File: config.mk
export PLATFORM = sky130hd
export DESIGN_NAME = fpaddsub_issue_ctrl
export DESIGN_NICKNAME = d
export VERILOG_FILES = /design/src/rtl/fpaddsub_pkg.sv /design/src/rtl/fpaddsub_res_fifo.sv /design/src/rtl/fpaddsub_issue_ctrl.sv
export SDC_FILE = /design/constraint.sdc
export NUM_CORES = 1
export LEC_CHECK = 0
export ABC_AREA = 1
export CORE_UTILIZATION = 55
export CTS_CLUSTER_SIZE = 30
export DETAILED_ROUTE_END_ITERATION = 8
export DONT_BUFFER_PORTS = 1
export MAX_ROUTING_LAYER = met4
export PLACE_DENSITY = 0.67
export SLEW_MARGIN = 20
export SYNTH_ARGS = -nofsm -noshare
export SYNTH_HDL_FRONTEND = slang
export SYNTH_SLANG_ARGS = --single-unit
File: constraint.sdc
create_clock -name clk -period 6.7 [get_ports clk]
set_clock_uncertainty 0.15 [all_clocks]
set_input_delay 0.67 -clock clk [delete_from_list [all_inputs] [get_ports clk]]
set_output_delay 0.67 -clock clk [all_outputs]
set_load 0.005 [all_outputs]
File: src/rtl/fpaddsub_pkg.sv
`default_nettype none
// ============================================================================
// Module  : fpaddsub_pkg
// Purpose : Shared widths, result record and opcodes for the FPAddSub front end.
// Revision: 1.0
// ============================================================================
package fpaddsub_pkg;

    localparam int FP_W   = 32;
    localparam int FLAG_W = 5;

    typedef logic [FP_W-1:0] fp_word_t;

    typedef struct packed {
        fp_word_t            result;
        logic [FLAG_W-1:0]   flags;
    } fp_res_t;

    localparam logic OP_ADD = 1'b0;
    localparam logic OP_SUB = 1'b1;

endpackage
`default_nettype wire

File: src/rtl/fpaddsub_res_fifo.sv
`default_nettype none
// ============================================================================
// Module  : fpaddsub_res_fifo
// Purpose : First-word-fall-through result FIFO; dout reads zero when empty.
// Revision: 1.0
// ============================================================================
module fpaddsub_res_fifo #(
    parameter int DEPTH = 8,
    parameter int W     = 37
) (
    input  logic                       clk,
    input  logic                       rst,
    input  logic                       push,
    input  logic [W-1:0]               din,
    input  logic                       pop,
    output logic [W-1:0]               dout,
    output logic                       valid,
    output logic [$clog2(DEPTH+1)-1:0] count
);

    localparam int AW = $clog2(DEPTH);
    localparam int CW = $clog2(DEPTH+1);

    logic [W-1:0]  r_mem [DEPTH];
    logic [AW-1:0] r_wr_ptr;
    logic [AW-1:0] r_rd_ptr;
    logic [CW-1:0] r_count;
    logic          w_wr;
    logic          w_rd;

    // A push into a full FIFO is only accepted when a pop frees the slot in the same cycle.
    assign w_rd = pop && (r_count != '0);
    assign w_wr = push && ((r_count != CW'(DEPTH)) || w_rd);

    always_ff @(posedge clk or posedge rst) begin
        if (rst) begin
            r_wr_ptr <= '0;
            r_rd_ptr <= '0;
            r_count  <= '0;
        end else begin
            if (w_wr) r_wr_ptr <= r_wr_ptr + AW'(1);
            if (w_rd) r_rd_ptr <= r_rd_ptr + AW'(1);
            case ({w_wr, w_rd})
                2'b10:   r_count <= r_count + CW'(1);
                2'b01:   r_count <= r_count - CW'(1);
                default: r_count <= r_count;
            endcase
        end
    end

    always_ff @(posedge clk) begin
        if (w_wr) r_mem[r_wr_ptr] <= din;
    end

    assign valid = (r_count != '0);
    assign dout  = valid ? r_mem[r_rd_ptr] : '0;
    assign count = r_count;

endmodule
`default_nettype wire

File: src/rtl/fpaddsub_issue_ctrl.sv
`default_nettype none
// ============================================================================
// Module  : fpaddsub_issue_ctrl
// Purpose : Credit-based issue/collect wrapper around the fixed-latency FPAddSub.
//           Optional request tags: define FPADDSUB_TAG_EN.
// Revision: 1.0
// ============================================================================
module fpaddsub_issue_ctrl
    import fpaddsub_pkg::*;
#(
    parameter int LATENCY    = 5,
    parameter int FIFO_DEPTH = 8,
    parameter int TAG_W      = 4
) (
    input  logic              clk,
    input  logic              rst,
    input  logic              in_valid,
    output logic              in_ready,
    input  logic [FP_W-1:0]   in_a,
    input  logic [FP_W-1:0]   in_b,
    input  logic              in_op,
`ifdef FPADDSUB_TAG_EN
    input  logic [TAG_W-1:0]  in_tag,
`endif
    output logic [FP_W-1:0]   fp_a,
    output logic [FP_W-1:0]   fp_b,
    output logic              fp_operation,
    input  logic [FP_W-1:0]   fp_result,
    input  logic [FLAG_W-1:0] fp_flags,
    output logic              out_valid,
    input  logic              out_ready,
    output logic [FP_W-1:0]   out_result,
    output logic [FLAG_W-1:0] out_flags,
`ifdef FPADDSUB_TAG_EN
    output logic [TAG_W-1:0]  out_tag,
`endif
    output logic              busy
);

    localparam int CW = $clog2(FIFO_DEPTH+1);
`ifdef FPADDSUB_TAG_EN
    localparam int ENTRY_W = $bits(fp_res_t) + TAG_W;
`else
    // No tag field in this build; TAG_W stays so both builds share one parameter list.
    localparam int ENTRY_W = $bits(fp_res_t) + 0 * TAG_W;
`endif

    logic [FP_W-1:0]    r_fp_a;
    logic [FP_W-1:0]    r_fp_b;
    logic               r_fp_op;
    logic [LATENCY:0]   r_vld;
    logic [CW-1:0]      r_inflight;
    logic [CW-1:0]      w_fifo_cnt;
    logic [CW:0]        w_occ;
    logic               w_fire;
    logic               w_capture;
    logic               w_pop;
    fp_res_t            w_capt_res;
    fp_res_t            w_head_res;
    logic [ENTRY_W-1:0] w_push_data;
    logic [ENTRY_W-1:0] w_head;

    // Every fired op owns a FIFO slot until popped, so a capture never finds the FIFO full.
    assign w_occ     = {1'b0, r_inflight} + {1'b0, w_fifo_cnt};
    assign in_ready  = !rst && (w_occ < (CW+1)'(FIFO_DEPTH));
    assign w_fire    = in_valid && in_ready;
    assign w_capture = r_vld[LATENCY];
    assign w_pop     = out_valid && out_ready;

    always_ff @(posedge clk or posedge rst) begin
        if (rst) begin
            r_fp_a  <= '0;
            r_fp_b  <= '0;
            r_fp_op <= OP_ADD;
        end else if (w_fire) begin
            r_fp_a  <= in_a;
            r_fp_b  <= in_b;
            r_fp_op <= (in_op == OP_SUB) ? OP_SUB : OP_ADD;
        end
    end

    always_ff @(posedge clk or posedge rst) begin
        if (rst) begin
            r_vld      <= '0;
            r_inflight <= '0;
        end else begin
            r_vld <= {r_vld[LATENCY-1:0], w_fire};
            case ({w_fire, w_capture})
                2'b10:   r_inflight <= r_inflight + CW'(1);
                2'b01:   r_inflight <= r_inflight - CW'(1);
                default: r_inflight <= r_inflight;
            endcase
        end
    end

    assign w_capt_res = '{result: fp_result, flags: fp_flags};

`ifdef FPADDSUB_TAG_EN
    logic [LATENCY:0][TAG_W-1:0] r_tag_sr;

    // Tags ride alongside r_vld so each one lands with its own result.
    always_ff @(posedge clk or posedge rst) begin
        if (rst) r_tag_sr <= '0;
        else     r_tag_sr <= {r_tag_sr[LATENCY-1:0], in_tag};
    end

    assign w_push_data           = {w_capt_res, r_tag_sr[LATENCY]};
    assign {w_head_res, out_tag} = w_head;
`else
    assign w_push_data = w_capt_res;
    assign w_head_res  = w_head;
`endif

    fpaddsub_res_fifo #(
        .DEPTH (FIFO_DEPTH),
        .W     (ENTRY_W)
    ) u_res_fifo (
        .clk   (clk),
        .rst   (rst),
        .push  (w_capture),
        .din   (w_push_data),
        .pop   (w_pop),
        .dout  (w_head),
        .valid (out_valid),
        .count (w_fifo_cnt)
    );

    assign fp_a         = r_fp_a;
    assign fp_b         = r_fp_b;
    assign fp_operation = r_fp_op;
    assign out_result   = w_head_res.result;
    assign out_flags    = w_head_res.flags;
    assign busy         = (r_inflight != '0) || (w_fifo_cnt != '0);

endmodule
`default_nettype wire

==> impl_metrics.ini <==
[yosys]
synth_simple_gate_area_share_pct = 22.5
yosys.area_share.xor_xnor_pct = 0.575
post_synth_num_cell_types = 24
post_synthesis_instance_area_um2 = 16800
synthDominantAreaCellType = edfxtp_1
synthMostInstantiatedCell = nand2_1
adder_cell_fraction_of_synth_area_pct = 1.06
netlist_top_cells_area = edfxtp_1 53%, dfrtp_1 13%, nand2_1 12%, inv_1 7.1%, nand3_1 5.8%
async_set_or_reset_register_ratio_after_synthesis_pct = 22.3
syn_avg_cell_area_um2 = 9.80
syn-num-nets = 1830
synth_enable_flop_cells = 296
synth.mux.area_fraction_pct = 0
combinational_family_with_the_most_area_after_synthesis = simple AND/OR/NAND/NOR gates
synth_compound_gate_area_share_pct = 0.209
netlist_instances = 1711
synthesis.yosys.warnings = 0
yosys-top-cells-count = 536 x nand2_1, 317 x inv_1, 296 x edfxtp_1
yosysSeqAreaShare_pct = 65.7
ys.flop_type = edfxtp_1
synth_top_area_share_pct = 53.0
yosys_register_bits = 381

[die]
boundaryPins = 211
die_h_um = 177
design.core.area_um2 = 29800
floorplan.initialDensity_pct = 56.3
die_x_um = 177
floorplan.die_area_um2 = 31200
core.rowCount = 63

[worst_setup_path]
worstPathArrival_ns = 3.42
critical_path.reg2reg.endpoint = r_inflight[3]
cp-endpoint = out_result[3]
depth_of_the_worst_register_to_register_path = 15
reg2reg_slack_ns = 3.27
worst_path_required_ns = 5.88
worstSetupEndpointType = output port
r2r-start = r_inflight[3]
worst_setup_path_start_kind = flip-flop
worstSetupStartpoint = u_res_fifo.r_rd_ptr[0]
setup.worst_path.class = flip-flop to output port
critPathMaxFanout = 83

[job]
drv_cap = 0

[finish]
nNetsFinal = 1800
syn2layout_area_growth_pct = 8.60
drive_gt1_share_pct = 5.55
postLayoutCoreUtil_pct = 61.1

[placement]
quantity_of_i_o_buffers_inserted_on_ports = 0
dpl.hpwl_mm = 20.0
routabilityCongestion = 0.797
pre_cts_slack_ns = 3.05

[clocking]
number_of_buffers_inserted_during_clock_tree_synthesis = 39
tritoncts_num_sinks = 381
cts_hold_repair.buffers = 1
cts-root-to-sink-buffers = 3
root_buffer = clkbuf_16
post_cts_setup_buffer_count = 0
cts.repair.resized = 0
cts.clk_slew.worst_paths_ns = 0.06
clock_latency_of_the_later_clocked_register_in_the_worst_skew_pair_ns = 0.52
tritoncts = built
cts.htree.levels = 2

[grt]
grt_start_max_net_pins = 84
grt_antenna_before_repair = 1
grt_pass1_wl_mm = 56.4
globalRouteTotalUtil_pct = 23.9
first_global_vias = 10700
global_route.overflow_total = 0

[drt]
finalWirelength_mm = 35.3
routed-via-count = 10900
final_antenna_net_count = 0
detail_route.first_pass.iterations = 5
drt-vias-per-instance = 5.19
wl_per_cell_um = 16.8
route.detailed.drc = 0
first_iter_violations = 850

[power_and_ir_drop]
power_per_cell_area_nw_per_um2 = 414
vdd_ir_drop_max_uv = 283
p_leak_uw = 0.00846

[timing]
timing.final.max_slew_violations = 0
min_period_ns = 4.24
setup_repair_after_global_routing_missed_its_margin = false
timing_worst_slew_pin_value_ns = 0.989
final_critical_path_setup_slack_ns = 2.46
tns_ns = 0
final.hold.worst_slack_ns = 0.0873
max_slew_headroom_pct = 33.7
report.final.hold_viol_count = 0
setup-violations-final = 0
period_share_pct = 63.2
fmax_ghz = 0.236

[outcome]
outcome = complete, no violations

[min_path]
min-delay-path-class = input pin to flip-flop
[where the power goes]
group | leakage, uW | internal (uW) | switching, uW
Sequential | 0.00372 | 2900 | 388
Combinational | 0.00413 | 691 | 1530
Clock | 0.000604 | 1180 | 854
[layer usage]
metal | vias up | routed length [um] | part of all wire, % | GRT usage (%)
met5 | - | 0 | 0 | -
met4 | 0 | 881 | 2.5 | 6.97
met3 | 65 | 2700 | 7.7 | 4.98
met2 | 355 | 17400 | 49 | 40.0
met1 | 5123 | 14300 | 41 | 29.5
li1 | 5363 | - | - | -
[critical path, cell delays in order (launching register included)]
cell and delay (ns):
dfrtp_4 0.75, inv_4 0.66, buf_4 0.82, nand2_1 0.15
nand3_1 0.11, nand3_1 0.08, nand2_1 0.10, nor2_1 0.08
[cell type report]
type                            instances  area, um2
Tap cell                              390        488
Clock inverter                         13       76.3
Inverter                              318       1200
Timing Repair Buffer                   19        145
Fill cell                            2393      11600
Sequential cell                       381      11000
Multi-Input combinational cell        922       4140
Clock buffer                           58       1140
Antenna cell                            1       2.50
[kinds of logic (layout without fill, tap and decap cells)]
| family | count (synthesis) | count (layout) |
|---|---|---|
| xor gates and xnor gates | 11 | 11 |
| and+or+nand+nor | 891 | 891 |
| AOI/OAI and AO/OA | 7 | 7 |
| other | 0 | 1 |
| buffers and inverters | 408 | 408 |
| DFF | 381 | 381 |
| adders and majority gates | 13 | 13 |
[registers in the layout, summed over array words and instances, names as in the netlist]
signal               flops
u_res_fifo.count         4
fp_operation             1
fp_a                    32
fp_b                    32
r_vld                    6
u_res_fifo.r_rd_ptr      3
u_res_fifo.r_mem       296
u_res_fifo.r_wr_ptr      3
r_inflight               4
[how the worst min path moves through the flow]
stage	start	end	slack, ns	cells past startpoint
after CTS	fp_result[23]	u_res_fifo.r_mem[6][28]	0.07	0
after detailed placement	r_vld[1]	r_vld[2]	0.19	0
after floorplan	r_vld[0]	r_vld[1]	0.18	0
final	fp_result[18]	u_res_fifo.r_mem[6][23]	0.09	0
after global placement	r_vld[2]	r_vld[3]	0.19	0
after global routing	fp_result[18]	u_res_fifo.r_mem[6][23]	0.06	0
[through the flow]
step / power [uW] / instances / area [um2]
after floorplan: 5030 / 1711 / 16800
after global placement: 5510 / 2029 / 17000
after detailed placement: 5580 / 2029 / 17000
after CTS: 7610 / 2101 / 18200
after global routing: 8050 / 2102 / 18200
final: 7540 / 2102 / 18200
[placed cells by master, fill, tap and decap left out, types with 3 or more instances in the layout]
cell type / n
buf_4: 18
clkbuf_1: 10
clkbuf_16: 40
clkbuf_8: 6
clkinv_1: 3
clkinv_2: 9
dfrtp_1: 82
edfxtp_1: 296
ha_1: 11
inv_1: 315
nand2_1: 535
nand3_1: 193
nand4_1: 66
nor2_1: 83
nor2_4: 4
nor3_2: 4
o21ai_0: 7
xnor2_1: 6
xor2_1: 5
(Power assumes the default switching activity.)
